`src/rtl/cmd_packet_rx.sv`:
```
// rtl/cmd_packet_rx.sv - host-link packet framer: sync, length and checksum check, commit to decoder
// Optional statistics counters enabled by defining CMD_PACKET_RX_STATS_EN.
module cmd_packet_rx #(
   parameter int          MAX_PAYLOAD    = 8,
   parameter int          TIMEOUT_CYCLES = 100000,
   parameter logic [7:0]  SYNC_BYTE      = 8'hA5
) (
   input  logic                     CLK,
   input  logic                     rst,
   input  logic [7:0]               rx_data,
   input  logic                     rx_valid,
   output logic                     packet_ready,
   output logic [7:0]               opcode,
   output logic [4:0]               payload_len,
   output logic [MAX_PAYLOAD*8-1:0] payload,
   output logic                     err_chk,
   output logic                     err_len,
`ifdef CMD_PACKET_RX_STATS_EN
   output logic [15:0]              good_cnt,
   output logic [15:0]              err_cnt,
`endif
   output logic                     err_timeout
);

   localparam int TW = (TIMEOUT_CYCLES > 2) ? $clog2(TIMEOUT_CYCLES) : 1;
   localparam logic [TW-1:0] TMO_LAST = TW'(TIMEOUT_CYCLES - 1);

   typedef enum logic [2:0] {S_IDLE, S_OPC, S_LEN, S_PAYLOAD, S_CHK} state_t;

   state_t                   state_q, state_d;
   logic [7:0]               wopc_q, wopc_d;
   logic [4:0]               len_q, len_d;
   logic [4:0]               idx_q, idx_d;
   logic [7:0]               xor_q, xor_d;
   logic [MAX_PAYLOAD*8-1:0] buf_q, buf_d;
   logic [TW-1:0]            tmo_q, tmo_d;
   logic [7:0]               opcode_q, opcode_d;
   logic [4:0]               plen_q, plen_d;
   logic [MAX_PAYLOAD*8-1:0] pay_q, pay_d;
   logic                     rdy_q, rdy_d;
   logic                     echk_q, echk_d;
   logic                     elen_q, elen_d;
   logic                     etmo_q, etmo_d;

   always_ff @(posedge CLK) begin
      if (rst) begin
         state_q  <= S_IDLE;
         wopc_q   <= '0;
         len_q    <= '0;
         idx_q    <= '0;
         xor_q    <= '0;
         buf_q    <= '0;
         tmo_q    <= '0;
         opcode_q <= '0;
         plen_q   <= '0;
         pay_q    <= '0;
         rdy_q    <= 1'b0;
         echk_q   <= 1'b0;
         elen_q   <= 1'b0;
         etmo_q   <= 1'b0;
      end else begin
         state_q  <= state_d;
         wopc_q   <= wopc_d;
         len_q    <= len_d;
         idx_q    <= idx_d;
         xor_q    <= xor_d;
         buf_q    <= buf_d;
         tmo_q    <= tmo_d;
         opcode_q <= opcode_d;
         plen_q   <= plen_d;
         pay_q    <= pay_d;
         rdy_q    <= rdy_d;
         echk_q   <= echk_d;
         elen_q   <= elen_d;
         etmo_q   <= etmo_d;
      end
   end

   always_comb begin
      state_d  = state_q;
      wopc_d   = wopc_q;
      len_d    = len_q;
      idx_d    = idx_q;
      xor_d    = xor_q;
      buf_d    = buf_q;
      tmo_d    = tmo_q;
      opcode_d = opcode_q;
      plen_d   = plen_q;
      pay_d    = pay_q;
      rdy_d    = 1'b0;
      echk_d   = 1'b0;
      elen_d   = 1'b0;
      etmo_d   = 1'b0;
      if (state_q == S_IDLE) begin
         tmo_d = '0;
         if (rx_valid && rx_data == SYNC_BYTE) begin
            state_d = S_OPC;
            // Cleared here so payload bytes beyond LEN commit as zero
            buf_d   = '0;
         end
      end else if (!rx_valid) begin
         // A byte in the expiry cycle takes the other branch and wins
         if (tmo_q == TMO_LAST) begin
            etmo_d  = 1'b1;
            state_d = S_IDLE;
            tmo_d   = '0;
         end else begin
            tmo_d = tmo_q + 1'b1;
         end
      end else begin
         tmo_d = '0;
         case (state_q)
            S_OPC: begin
               wopc_d  = rx_data;
               xor_d   = rx_data;
               state_d = S_LEN;
            end
            S_LEN: begin
               xor_d = xor_q ^ rx_data;
               len_d = rx_data[4:0];
               idx_d = '0;
               if (rx_data > 8'(MAX_PAYLOAD)) begin
                  elen_d  = 1'b1;
                  state_d = S_IDLE;
               end else if (rx_data == 8'd0) begin
                  state_d = S_CHK;
               end else begin
                  state_d = S_PAYLOAD;
               end
            end
            S_PAYLOAD: begin
               for (int i = 0; i < MAX_PAYLOAD; i++) begin
                  if (idx_q == 5'(i)) buf_d[i*8 +: 8] = rx_data;
               end
               xor_d = xor_q ^ rx_data;
               idx_d = idx_q + 5'd1;
               if (idx_q == len_q - 5'd1) state_d = S_CHK;
            end
            S_CHK: begin
               if (rx_data == xor_q) begin
                  opcode_d = wopc_q;
                  plen_d   = len_q;
                  pay_d    = buf_q;
                  rdy_d    = 1'b1;
               end else begin
                  echk_d = 1'b1;
               end
               state_d = S_IDLE;
            end
            default: state_d = S_IDLE;
         endcase
      end
   end

   assign packet_ready = rdy_q;
   assign opcode       = opcode_q;
   assign payload_len  = plen_q;
   assign payload      = pay_q;
   assign err_chk      = echk_q;
   assign err_len      = elen_q;
   assign err_timeout  = etmo_q;

`ifdef CMD_PACKET_RX_STATS_EN
   logic [15:0] good_q, errc_q;

   always_ff @(posedge CLK) begin
      if (rst) begin
         good_q <= '0;
         errc_q <= '0;
      end else begin
         if (rdy_q && good_q != 16'hFFFF) good_q <= good_q + 16'd1;
         if ((echk_q || elen_q || etmo_q) && errc_q != 16'hFFFF) errc_q <= errc_q + 16'd1;
      end
   end

   assign good_cnt = good_q;
   assign err_cnt  = errc_q;
`endif

endmodule

```
`config.mk`:
```
export PLATFORM = sky130hd
export DESIGN_NAME = cmd_packet_rx
export DESIGN_NICKNAME = d
export VERILOG_FILES = /design/src/rtl/cmd_packet_rx.sv
export SDC_FILE = /design/constraint.sdc
export NUM_CORES = 1
export LEC_CHECK = 0
export CORE_ASPECT_RATIO = 1.2
export CORE_MARGIN = 5
export CORE_UTILIZATION = 59
export CTS_CLUSTER_SIZE = 12
export DETAILED_ROUTE_END_ITERATION = 8
export PLACE_DENSITY = 0.84
export SYNTH_ARGS = -nofsm -noshare
export SYNTH_HDL_FRONTEND = slang
export SYNTH_SLANG_ARGS = --single-unit
```
`constraint.sdc`:
```
create_clock -name CLK -period 5.62 [get_ports CLK]
set_input_delay 0.562 -clock CLK [delete_from_list [all_inputs] [get_ports CLK]]
set_output_delay 0.562 -clock CLK [all_outputs]
set_load 0.02 [all_outputs]
```
==> results.toml <==
[finish]
fin_cells = 966
n_fill_cell = 802
drive_gt1_share_pct = 5.59
final_nets = 809
syn2layout_area_growth_pct = 21.8
antenna_cells = 0

[clock_network]
cts_tree = "done"
clock_latency_ns = 0.43
htree_levels = 4
cts_setup_buffers = 0
clockBufferDepth = 2
cts_hold_buf = 0
numCtsBuffers = 17
clock_tree.root_cell = "clkbuf_16"
cts.clk_slew.worst_paths_ns = 0.07
clkSinkCount = 191
cts_resized = 0

[routing]
drt-initial-drc-count = 357
wl_per_cell_um = 17.8
drc = 0
detail-route-antenna-nets = 0
first_pass_iters = 7
num_vias = 5494
via_per_inst = 5.69
routed_wl_um = 17200

[floorplan]
coreArea_um2 = 12100
dieHeight_um = 131
ios = 92
die_x_um = 111
rows = 44
start_util_pct = 59.8
die-area_um2 = 14500

[timing]
period_needed_ns = 2.94
drv_slew = 0
setup_viol = 0
setup_tns_ns = 0
finalHoldViolCount = 0
finClkSkew_ns = 0.0102
rsz0062_at_grt = "no"
relSlewSlack_pct = 43.1
min_period_over_period_pct = 52.3
max_freq_mhz = 340
tightest_slew_ns = 0.852

[logic_synthesis]
seq_area_frac_synth_pct = 53.0
yosys.area.top_type = "dfxtp_1"
syn_avg_cell_area_um2 = 10.0
synth_area_um2 = 7210
syn_nets = 736
yosysWarnings = 0
synth_cell_types = 44
synth_edf_count = 0
synthCells = 719
synth_seq_cells = 191
yosys-top-cells-area = "dfxtp_1 53%, mux2i_1 12%, o2bb2ai_1 7.8%"
synthArstFlopShare_pct = 0
synth_top_area_share_pct = 53.0
synthFlopType = "dfxtp_1"

[global_route]
grt_pass1_wl_um = 28600
grt_overflow = 0
grt_max_degree = 73
grt_pass1_vias = 5656
grt_util_all_layers_pct = 23.8
antenna_found_initial = 0

[pwr]
p_leak_uw = 0.00358
powerDensity_nw_per_um2 = 306
ir_worst_vdd_mv = 0.230

[placed_design]
dp_hpwl_um = 11100
gp_congestion = 0.795
portBuffers = 91
place_inst = 934

[setup_path]
required_ns = 5.92
crit_chain = "clkdlybuf4s50_1, xnor2_1, nand4_1, or4_4, buf_4, mux2i_1, nor2_1"
start_kind = "primary input"
critPathBufInv = 2
arrival_ns = 3.24
cp-end-kind = "flip-flop"
cp_max_fo = 40
cpPeakStageDelay_ns = 0.81
crit_type = "primary input to flip-flop"
cpMaxStageDelayCell = "or4_4"
crit_family = "buffers and inverters"

[outcome]
status = "complete, no violations"

[min_path]
hold_path.class = "flip-flop to flip-flop"

[run]
maxCapViolCount = 0
==> sequential cells by signal, indices dropped and copies added, names as in the netlist <==
name          flops
state_q           3
len_q             5
packet_ready      1
payload          64
err_timeout       1
idx_q             5
err_len           1
tmo_q            17
err_chk           1
payload_len       5
opcode            8
wopc_q            8
buf_q            64
xor_q             8
==> synthesized netlist by cell type (7+ instances only) <==
master	instances
a21oi_1	21
mux2i_1	83
buf_2	14
dfxtp_1	191
xnor2_1	30
o2bb2ai_1	64
xor2_1	10
clkbuf_1	20
nor3_1	18
nand2_1	47
nor2_1	136
inv_1	7
nand3_1	18
==> final timing paths <==
check	startpoint	end	slack, ns	cells after the start
worst max register to register	state_q[2]	payload[45]	2.83	5
worst min register to register	tmo_q[0]	tmo_q[0]	0.45	1
worst min-delay path	tmo_q[0]	tmo_q[0]	0.45	1
worst max-delay path	rx_data[0]	payload[45]	2.68	7
==> metrics by stage <==
stage | util (%) | hold slack, ns | power, µW | instance area, µm² | setup WS, ns
4_1_cts | 72.8 | 0.457 | 2690 | 8780 | 2.71
3_3_place_gp | 67.6 | 0.429 | 1430 | 8150 | 2.33
5_1_grt | 72.8 | 0.470 | 2750 | 8780 | 2.52
3_5_place_dp | 67.6 | 0.443 | 1430 | 8150 | 2.28
6_report | 72.8 | 0.454 | 2680 | 8780 | 2.68
2_1_floorplan | - | 0.418 | 1410 | 7210 | 3.42
==> final cells by class <==
class,count,area (µm²),area share [%]
sequential,191,3820,43.5
multi-input combinational,481,3160,36.0
timing repair buffer,94,931,10.6
clock buffer,20,457,5.20
tap,161,201,2.29
clock inverter,12,180,2.05
inverter,7,26.3,0.299
==> kinds of logic after synthesis <==
family	count (synthesis)	share of synthesized area (%)
AOI/OAI and AO/OA	97	10.7
xor gates and xnor gates	40	4.86
adders and majority gates	6	1.04
buffers and inverters	47	3.17
DFF	191	53.0
muxes	83	11.5
and+or+nand+nor	255	15.7
==> power breakdown <==
part	internal [µW]	switching (µW)	leakage, µW
Sequential	1350	0.108	0.00154
Combinational	11.9	32.9	0.00174
Clock	772	513	0.000307
Total	2140	546	0.00358
==> cells in the final DEF, fill, tap and decap left out, types with 7 or more instances in the layout <==
master | netlist | layout
a21oi_1 | 21 | 21
clkbuf_16 | 0 | 17
clkdlybuf4s50_1 | 0 | 90
dfxtp_1 | 191 | 191
inv_1 | 7 | 7
mux2i_1 | 83 | 83
nand2_1 | 47 | 47
nand3_1 | 18 | 18
nor2_1 | 136 | 136
nor3_1 | 18 | 18
o2bb2ai_1 | 64 | 64
xnor2_1 | 30 | 30
xor2_1 | 10 | 10
==> layer usage <==
metal | global-route usage, % | vias to the layer above | part of all wire, %
li1 | - | 2641 | -
met1 | 29.2 | 2616 | 43
met2 | 39.8 | 179 | 49
met3 | 5.06 | 58 | 4.8
met4 | 11.2 | 0 | 3.5
met5 | 0 | - | 0
(Power assumes the default switching activity.)
